## config.mk

```make
export PLATFORM = sky130hd
export DESIGN_NAME = ins_cache_dm_flat
export DESIGN_NICKNAME = d
export VERILOG_FILES = /design/src/rtl/ap_pkg.sv /design/src/rtl/ins_cache_dm_if.sv /design/src/rtl/ins_cache_ram.sv /design/src/rtl/ins_cache_dm.sv /design/src/flat_wrapper.sv
export SDC_FILE = /design/constraint.sdc
export NUM_CORES = 2
export LEC_CHECK = 0
export BUFFER_PORTS_ARGS = -buffer_cell sky130_fd_sc_hd__buf_2
export CORE_MARGIN = 5
export CORE_UTILIZATION = 45
export CTS_CLUSTER_SIZE = 30
export DETAILED_ROUTE_END_ITERATION = 16
export HOLD_SLACK_MARGIN = 0.02
export PLACE_DENSITY = 0.71
export SETUP_SLACK_MARGIN = 0.15
export SKIP_LAST_GASP = 1
export SYNTH_ARGS = -nofsm -noshare
export SYNTH_HDL_FRONTEND = slang
export SYNTH_SLANG_ARGS = --single-unit
```

## constraint.sdc

```tcl
create_clock -name clk -period 17.18 [get_ports clk]
set_input_delay 3.436 -clock clk [delete_from_list [all_inputs] [get_ports clk]]
set_output_delay 3.436 -clock clk [all_outputs]
set_load 0.05 [all_outputs]
```

## src/rtl/ap_pkg.sv

```systemverilog
// ap_pkg: AP instruction-format constants and instruction-cache state encoding.
package ap_pkg;

  localparam int unsigned OPCODE_WIDTH   = 4;
  localparam int unsigned CAM_ADDR_WIDTH = 8;
  localparam int unsigned OPERAND2_WIDTH = 2;
  localparam int unsigned MEM_ADDR_WIDTH = 16;
  localparam int unsigned AP_ISA_WIDTH   = OPCODE_WIDTH + CAM_ADDR_WIDTH +
                                           OPERAND2_WIDTH + MEM_ADDR_WIDTH;

  localparam logic [OPCODE_WIDTH-1:0] OP_NOP   = 4'h0;
  localparam logic [OPCODE_WIDTH-1:0] OP_LOAD  = 4'h1;
  localparam logic [OPCODE_WIDTH-1:0] OP_STORE = 4'h2;
  localparam logic [OPCODE_WIDTH-1:0] OP_JUMP  = 4'h3;

  localparam logic [OPERAND2_WIDTH-1:0] OP2_REG = 2'd0;
  localparam logic [OPERAND2_WIDTH-1:0] OP2_IMM = 2'd1;
  localparam logic [OPERAND2_WIDTH-1:0] OP2_CAM = 2'd2;
  localparam logic [OPERAND2_WIDTH-1:0] OP2_MEM = 2'd3;

  typedef enum logic [2:0] {
    S_IDLE,
    S_LOOKUP,
    S_REFILL,
    S_UNCACHED,
    S_RESP
  } cache_state_t;

  // Saturating 16-bit increment for the debug event counters.
  function automatic logic [15:0] sat_inc16(input logic [15:0] v);
    return (v == 16'hFFFF) ? v : v + 16'd1;
  endfunction

endpackage

```

## src/rtl/ins_cache_dm_if.sv

```systemverilog
// ins_cache_dm_if: DDR burst-read channel between the instruction cache and DDR.
interface ins_cache_dm_if #(
  parameter int unsigned ISA_WIDTH      = 30,
  parameter int unsigned DDR_ADDR_WIDTH = 28
);
  logic                      ISA_read_req;
  logic [DDR_ADDR_WIDTH-1:0] ISA_read_addr;
  logic [9:0]                isa_read_len;
  logic                      rd_burst_data_valid;
  logic [ISA_WIDTH-1:0]      instruction_to_cache;
  logic                      rd_burst_finish;

  modport master (
    output ISA_read_req, ISA_read_addr, isa_read_len,
    input  rd_burst_data_valid, instruction_to_cache, rd_burst_finish
  );

  modport slave (
    input  ISA_read_req, ISA_read_addr, isa_read_len,
    output rd_burst_data_valid, instruction_to_cache, rd_burst_finish
  );
endinterface

```

## src/rtl/ins_cache_ram.sv

```systemverilog
// ins_cache_ram: simple dual-port synchronous RAM holding the cache line data.
module ins_cache_ram #(
  parameter int unsigned DEPTH = 128,
  parameter int unsigned AW    = 7,
  parameter int unsigned DW    = 30
) (
  input  logic          clk,
  input  logic          we,
  input  logic [AW-1:0] waddr,
  input  logic [DW-1:0] wdata,
  input  logic [AW-1:0] raddr,
  output logic [DW-1:0] rdata
);
  logic [DW-1:0] mem [DEPTH];

  // Refill write port and one-cycle-latency read port.
  always_ff @(posedge clk) begin
    if (we) mem[waddr] <= wdata;
    rdata <= mem[raddr];
  end
endmodule

```

## src/rtl/ins_cache_dm.sv

```systemverilog
// ins_cache_dm: direct-mapped instruction cache with burst refill, uncached
// region (pc_addr MSB set), full flush and saturating hit/miss counters.
module ins_cache_dm
  import ap_pkg::*;
#(
  parameter int unsigned ISA_WIDTH      = AP_ISA_WIDTH,
  parameter int unsigned ADDR_WIDTH_MEM = 16,
  parameter int unsigned DDR_ADDR_WIDTH = 28,
  parameter int unsigned LINES          = 8,
  parameter int unsigned LINE_WORDS     = 16
) (
  input  logic                      clk,
  input  logic                      rst,
  input  logic                      pc_req,
  input  logic [ADDR_WIDTH_MEM-1:0] pc_addr,
  input  logic                      flush,
  output logic                      ins_rdy,
  output logic [ISA_WIDTH-1:0]      instruction,
  output logic                      ins_valid,
  ins_cache_dm_if.master            ddr,
  output logic [15:0]               hit_cnt,
  output logic [15:0]               miss_cnt
);
  localparam int unsigned OFF_W  = $clog2(LINE_WORDS);
  localparam int unsigned IDX_W  = $clog2(LINES);
  localparam int unsigned TAG_W  = ADDR_WIDTH_MEM - 1 - OFF_W - IDX_W;
  localparam int unsigned RAM_AW = OFF_W + IDX_W;
  localparam int unsigned MSB    = ADDR_WIDTH_MEM - 1;

  cache_state_t state_q, state_d;

  logic [ADDR_WIDTH_MEM-1:0]   addr_q;
  logic [LINES-1:0]            valid_q;
  logic [LINES-1:0][TAG_W-1:0] tags_q;
  logic [OFF_W:0]              beat_cnt;
  logic                        flushed_q;
  logic                        fin_q;
  logic                        req_q;
  logic [DDR_ADDR_WIDTH-1:0]   rd_addr_q;
  logic [9:0]                  len_q;
  logic [ISA_WIDTH-1:0]        hold_q;
  logic [ISA_WIDTH-1:0]        instr_q;
  logic [ISA_WIDTH-1:0]        ram_rdata;
  logic [15:0]                 hit_q, miss_q;

  logic [OFF_W-1:0] off;
  logic [IDX_W-1:0] idx;
  logic [TAG_W-1:0] tag;
  logic             hit;
  logic             beat_ok;
  logic             ram_we;

  assign off = addr_q[OFF_W-1:0];
  assign idx = addr_q[OFF_W +: IDX_W];
  assign tag = addr_q[MSB-1 -: TAG_W];

  // A flush in the lookup cycle forces a miss.
  assign hit     = valid_q[idx] && (tags_q[idx] == tag) && !flush;
  // Beats count only while a burst is outstanding; beats past the line are dropped.
  assign beat_ok = req_q && ddr.rd_burst_data_valid && !beat_cnt[OFF_W];
  assign ram_we  = (state_q == S_REFILL) && beat_ok;

  assign ddr.ISA_read_req  = req_q;
  assign ddr.ISA_read_addr = rd_addr_q;
  assign ddr.isa_read_len  = len_q;
  assign hit_cnt           = hit_q;
  assign miss_cnt          = miss_q;

  ins_cache_ram #(
    .DEPTH (LINES * LINE_WORDS),
    .AW    (RAM_AW),
    .DW    (ISA_WIDTH)
  ) u_ram (
    .clk   (clk),
    .we    (ram_we),
    .waddr ({idx, beat_cnt[OFF_W-1:0]}),
    .wdata (ddr.instruction_to_cache),
    .raddr ({idx, off}),
    .rdata (ram_rdata)
  );

  // State register.
  always_ff @(posedge clk or posedge rst) begin
    if (rst) state_q <= S_IDLE;
    else     state_q <= state_d;
  end

  // Next-state and response outputs.
  always_comb begin
    state_d     = state_q;
    ins_rdy     = 1'b0;
    ins_valid   = 1'b0;
    instruction = instr_q;
    case (state_q)
      S_IDLE: begin
        ins_rdy = !rst;
        if (pc_req) state_d = pc_addr[MSB] ? S_UNCACHED : S_LOOKUP;
      end
      S_LOOKUP:   state_d = hit ? S_RESP : S_REFILL;
      S_REFILL,
      S_UNCACHED: if (fin_q) state_d = S_RESP;
      S_RESP: begin
        ins_valid   = 1'b1;
        instruction = addr_q[MSB] ? hold_q : ram_rdata;
        state_d     = S_IDLE;
      end
      default:    state_d = S_IDLE;
    endcase
  end

  // Request latch, DDR burst control, beat counting and response hold.
  // The response waits one extra cycle after finish (fin_q) so the last
  // refill beat is in the RAM before the requested word is read.
  always_ff @(posedge clk or posedge rst) begin
    if (rst) begin
      addr_q    <= '0;
      beat_cnt  <= '0;
      flushed_q <= 1'b0;
      fin_q     <= 1'b0;
      req_q     <= 1'b0;
      rd_addr_q <= '0;
      len_q     <= '0;
      hold_q    <= '0;
      instr_q   <= '0;
    end else begin
      fin_q <= req_q && ddr.rd_burst_finish;
      if (state_q == S_IDLE && pc_req) begin
        addr_q    <= pc_addr;
        beat_cnt  <= '0;
        flushed_q <= 1'b0;
        if (pc_addr[MSB]) begin
          req_q     <= 1'b1;
          rd_addr_q <= DDR_ADDR_WIDTH'(pc_addr) << 3;
          len_q     <= 10'd1;
        end
      end
      if (state_q == S_LOOKUP && !hit) begin
        req_q     <= 1'b1;
        rd_addr_q <= DDR_ADDR_WIDTH'({addr_q[MSB:OFF_W], {OFF_W{1'b0}}}) << 3;
        len_q     <= 10'(LINE_WORDS);
      end
      if (beat_ok) beat_cnt <= beat_cnt + (OFF_W+1)'(1);
      if (state_q == S_UNCACHED && beat_ok && beat_cnt == '0)
        hold_q <= ddr.instruction_to_cache;
      if (req_q && ddr.rd_burst_finish) req_q <= 1'b0;
      if (state_q == S_REFILL && flush) flushed_q <= 1'b1;
      if (state_q == S_RESP) instr_q <= instruction;
    end
  end

  // Tag/valid arrays; flush has priority over every other valid update.
  always_ff @(posedge clk or posedge rst) begin
    if (rst) begin
      valid_q <= '0;
      tags_q  <= '0;
    end else begin
      if (state_q == S_LOOKUP && !hit) valid_q[idx] <= 1'b0;
      if (state_q == S_REFILL && req_q && ddr.rd_burst_finish) begin
        tags_q[idx] <= tag;
        if (!flushed_q) valid_q[idx] <= 1'b1;
      end
      if (flush) valid_q <= '0;
    end
  end

  // Saturating hit/miss counters, updated in the lookup cycle only.
  always_ff @(posedge clk or posedge rst) begin
    if (rst) begin
      hit_q  <= '0;
      miss_q <= '0;
    end else if (state_q == S_LOOKUP) begin
      if (hit) hit_q  <= sat_inc16(hit_q);
      else     miss_q <= sat_inc16(miss_q);
    end
  end
endmodule

```

## src/flat_wrapper.sv

```systemverilog
// flat-port wrapper written by rule: the top's interface ports become plain ports
module ins_cache_dm_flat import ap_pkg::*;
#(
  parameter int unsigned ISA_WIDTH      = AP_ISA_WIDTH,
  parameter int unsigned ADDR_WIDTH_MEM = 16,
  parameter int unsigned DDR_ADDR_WIDTH = 28,
  parameter int unsigned LINES          = 8,
  parameter int unsigned LINE_WORDS     = 16
)
  (clk, rst, pc_req, pc_addr, flush, ins_rdy, instruction, ins_valid, hit_cnt, miss_cnt, ddr_ISA_read_req, ddr_ISA_read_addr, ddr_isa_read_len, ddr_rd_burst_data_valid, ddr_instruction_to_cache, ddr_rd_burst_finish);
  ins_cache_dm_if #(.ISA_WIDTH(ISA_WIDTH), .DDR_ADDR_WIDTH(DDR_ADDR_WIDTH)) ddr_i ();
  input  logic clk;
  input  logic rst;
  input  logic pc_req;
  input  logic [ADDR_WIDTH_MEM-1:0] pc_addr;
  input  logic flush;
  output logic ins_rdy;
  output logic [ISA_WIDTH-1:0] instruction;
  output logic ins_valid;
  output logic [15:0] hit_cnt;
  output logic [15:0] miss_cnt;
  output wire logic [$bits(ddr_i.ISA_read_req)-1:0] ddr_ISA_read_req;
  output wire logic [$bits(ddr_i.ISA_read_addr)-1:0] ddr_ISA_read_addr;
  output wire logic [$bits(ddr_i.isa_read_len)-1:0] ddr_isa_read_len;
  input wire logic [$bits(ddr_i.rd_burst_data_valid)-1:0] ddr_rd_burst_data_valid;
  input wire logic [$bits(ddr_i.instruction_to_cache)-1:0] ddr_instruction_to_cache;
  input wire logic [$bits(ddr_i.rd_burst_finish)-1:0] ddr_rd_burst_finish;
  assign ddr_ISA_read_req = ddr_i.ISA_read_req;
  assign ddr_ISA_read_addr = ddr_i.ISA_read_addr;
  assign ddr_isa_read_len = ddr_i.isa_read_len;
  assign ddr_i.rd_burst_data_valid = ddr_rd_burst_data_valid;
  assign ddr_i.instruction_to_cache = ddr_instruction_to_cache;
  assign ddr_i.rd_burst_finish = ddr_rd_burst_finish;
  ins_cache_dm #(.ISA_WIDTH(ISA_WIDTH), .ADDR_WIDTH_MEM(ADDR_WIDTH_MEM), .DDR_ADDR_WIDTH(DDR_ADDR_WIDTH), .LINES(LINES), .LINE_WORDS(LINE_WORDS)) u_core (.clk(clk), .rst(rst), .pc_req(pc_req), .pc_addr(pc_addr), .flush(flush), .ins_rdy(ins_rdy), .instruction(instruction), .ins_valid(ins_valid), .ddr(ddr_i), .hit_cnt(hit_cnt), .miss_cnt(miss_cnt));
endmodule
```

==> flow_summary.ini <==
[outcome]
status = completed

[logic_synthesis]
netlist_area_um2 = 156000
synthMuxAreaShare_pct = 18.6
synth_fa_ha_area_share_pct = 0.0322
yosys.area_share.simple_pct = 1.14
ys_ff_latch = 4079
ys.flop_type = edfxtp_1
synth-seq-area-share_pct = 77.9
synth_top_family_by_area = multiplexers
synth-edff-count = 3840
syn_inst = 6530
ys_async_sr_fraction_pct = 5.12
synth_xor_area_share_pct = 0.208
ys_warn_count = 0
avgSynthCellArea_um2 = 23.8
synth.distinct_cells = 58
synth_compound_area_share_pct = 1.11

[sta]
hold_viol = 0
layout_setup_ws_ns = 9.67
setup_violations = 0
slew_headroom_pct = 11.4
period_minus_slack_ns = 7.51
setup_tns_ns = 0
finalMaxSlewViolations = 0
fmax_mhz = 133
tightest_slew_ns = 1.33
rsz0062_at_grt = no
fin_crit_sh_pct = 43.7
skew_ns = 0.0568
fin_hold_ws_ns = 0.497

[placed_design]
preCtsSetupSlack_ns = 9.67
hpwl_um = 220000
placedCellCount = 11000
port_buffers = 134
gp_congestion = 0.825

[worst_setup_path]
path_cells = buf_2 > nor4_1 > buf_2
cp.required_ns = 13.74
arrival_ns = 4.08
critPathLaunchType = primary input
criticalPathCategory = primary input to output port
timing.rr.start = u_core.addr_q[0]$_DFFE_PP0P_
crit_path_max_incr_delay_ns = 0.32
cp-startpoint = rst
crit_top_cell = buf_2
cp_slowest_cell = buf_2
critPathTopFamily = buffers and inverters
path_max_fanout = 2
path_buf_inv = 2
cp-end-kind = output port

[power]
power-per-cell-area_nw_per_um2 = 159
p_leak_nw = 54.5
power_switching_w = 0.00842
max-vdd-ir-drop_mv = 0.141
p_clk_share_pct = 31.0
p_comb_share_pct = 28.0
p_seq_share_pct = 40.9
internal_power_w = 0.0195
p_sw_share_pct = 30.2

[clock_network]
htreeDepth = 5
clock_latency_ns = 0.91
cts_resized = 0
cts.reportedPaths.clkPinSlew_ns = 0.06
clockBufferDepth = 4
cts_tree = yes
cts_sinks = 4079
postCtsSetupBuffers = 0
cts_buffers = 397
cts_hold_buf = 0
cts-root-buf = clkbuf_16

[global_routing]
first_global_vias = 71800
grt_overflow = 0
grt_pass1_wl_um = 539000
gr-usage-all-layers_pct = 20.8
grt_max_degree = 145
antenna_found_initial = 26

[detailed_routing]
drtPass1Iterations = 6
vias = 72200
dr.max_layer_used = met5
avgViaCountPerCell = 6.15
drtAntennaViolNets = 0
drtIter0Drc = 10500
post_drt_wl_per_cell_um = 32.0
route.detailed.drc = 0
wl_um = 375000
wl_met2_um = 177000
wl_met3_um = 40200
wl_met1_um = 145000

[die]
rows = 216
initial_core_util_pct = 45.0
num_io_pins = 155
die_y_um = 598
core_area_um2 = 345000
die_area_um2 = 358000
die_w_um = 598

[cells_and_area]
ff_latch_area_um2 = 121000
fin_cells = 11700
drive_above_1_share_pct = 32.3
areaGrowthSynthToFinish_pct = 12.9
fin_util_pct = 50.8
fillers = 26000
nNetsFinal = 6871
multi_input_area_um2 = 33900

[worst_hold_path]
min-delay-path-class = flop to flop
min-delay-start = u_core.ddr.isa_read_len[4]$_DFFE_PP0P_

[flow_run]
max_cap_viol_count = 0
placed cells by master (no fill, tap or decap), drive strengths merged, types with 6 or more instances in the layout:
master / count
mux2: 115
or3: 7
and3: 8
nor2: 182
edfxtp: 3840
bufinv: 43
nand3b: 8
dfxtp: 30
nand2b: 6
nand2: 55
inv: 25
clkbuf: 485
xnor2: 26
a211oi: 8
diode: 9
conb: 20
nor3: 19
dfrtp: 209
mux2i: 47
a22oi: 132
o21ai: 30
mux4: 1204
clkinv: 177
nand4: 44
clkinvlp: 12
xor2: 11
nand3: 18
a21oi: 79
and2: 8
buf: 257
area by class of cell:
class / instances / area share [%]
Timing Repair Buffer: 257 / 1.03
Inverter: 12 / 0.0299
Multi-Input combinational cell: 2068 / 19.3
Clock inverter: 245 / 1.44
Clock buffer: 485 / 5.94
Antenna cell: 9 / 0.0128
Sequential cell: 4079 / 69.0
Tap cell: 4578 / 3.26
flip-flops by register name, summed over array words and instances, names as in the netlist, 3 cells and up:
signal / cells
u_core.addr_q: 16
u_core.instr_q: 30
u_core.hit_cnt: 16
u_core.valid_q: 8
u_core.u_ram.mem: 3840
u_core.beat_cnt: 5
u_core.state_q: 3
u_core.u_ram.rdata: 30
u_core.tags_q: 64
u_core.hold_q: 30
u_core.ddr.ISA_read_addr: 16
u_core.miss_cnt: 16
cells by family after synthesis:
logic type / count (synthesis)
buf+inv: 402
mux: 1366
compound gates: 265
xor+xnor: 37
simple gates: 376
fa+ha+maj: 4
flops: 4079
other cells: 1
routing by layer:
layer,up-vias,track usage (%)
met2,4131,32.1
li1,28600,-
met1,39000,30.2
met5,-,0
met3,542,4.75
met4,12,5.86
power by group through the flow:
stage,clock (W),sequential [W],combinational (W)
final,0.00866,0.0114,0.00782
after global routing,0.00920,0.0114,0.00818
after CTS,0.00876,0.0114,0.00786
after detailed placement,0,0.0116,0.00782
after global placement,0,0.0116,0.00774
after floorplan,0,0.0115,0.00514
through the flow:
step	instance area, um2	power (W)
4_1_cts	176000	0.0280
3_3_place_gp	163000	0.0193
6_report	176000	0.0279
5_1_grt	176000	0.0288
3_5_place_dp	163000	0.0194
2_1_floorplan	156000	0.0166
path summary, 6_finish.rpt:
kind,to,slack [ns],cells after the start
max in group asynchronous,u_core.instr_q[19]$_DFFE_PP0P_,12.57,3
min in group asynchronous,u_core.ddr.ISA_read_addr[13]$_DFFE_PP0P_,2.74,2
hold / removal,u_core.ddr.isa_read_len[4]$_DFFE_PP0P_,0.50,1
hold reg to reg,u_core.ddr.isa_read_len[4]$_DFFE_PP0P_,0.50,1
setup / recovery,ins_rdy,9.67,3
setup reg to reg,u_core.u_ram.rdata[10]$_DFF_P_,10.79,8
cells in the mapped netlist, drive strengths merged (26+ instances only):
master     n  area share [%]
a21oi     79            0.25
a22oi    132            0.64
buf      131            0.42
clkbuf   259            0.62
dfrtp    209             3.4
dfxtp     30            0.39
edfxtp  3840              74
mux2     115            0.83
mux2i     47            0.30
mux4    1204              17
nand2     55            0.13
nand4     44            0.18
nor2     182            0.44
o21ai     30           0.097
xnor2     26            0.15
Power figures use the tool's default switching activity.
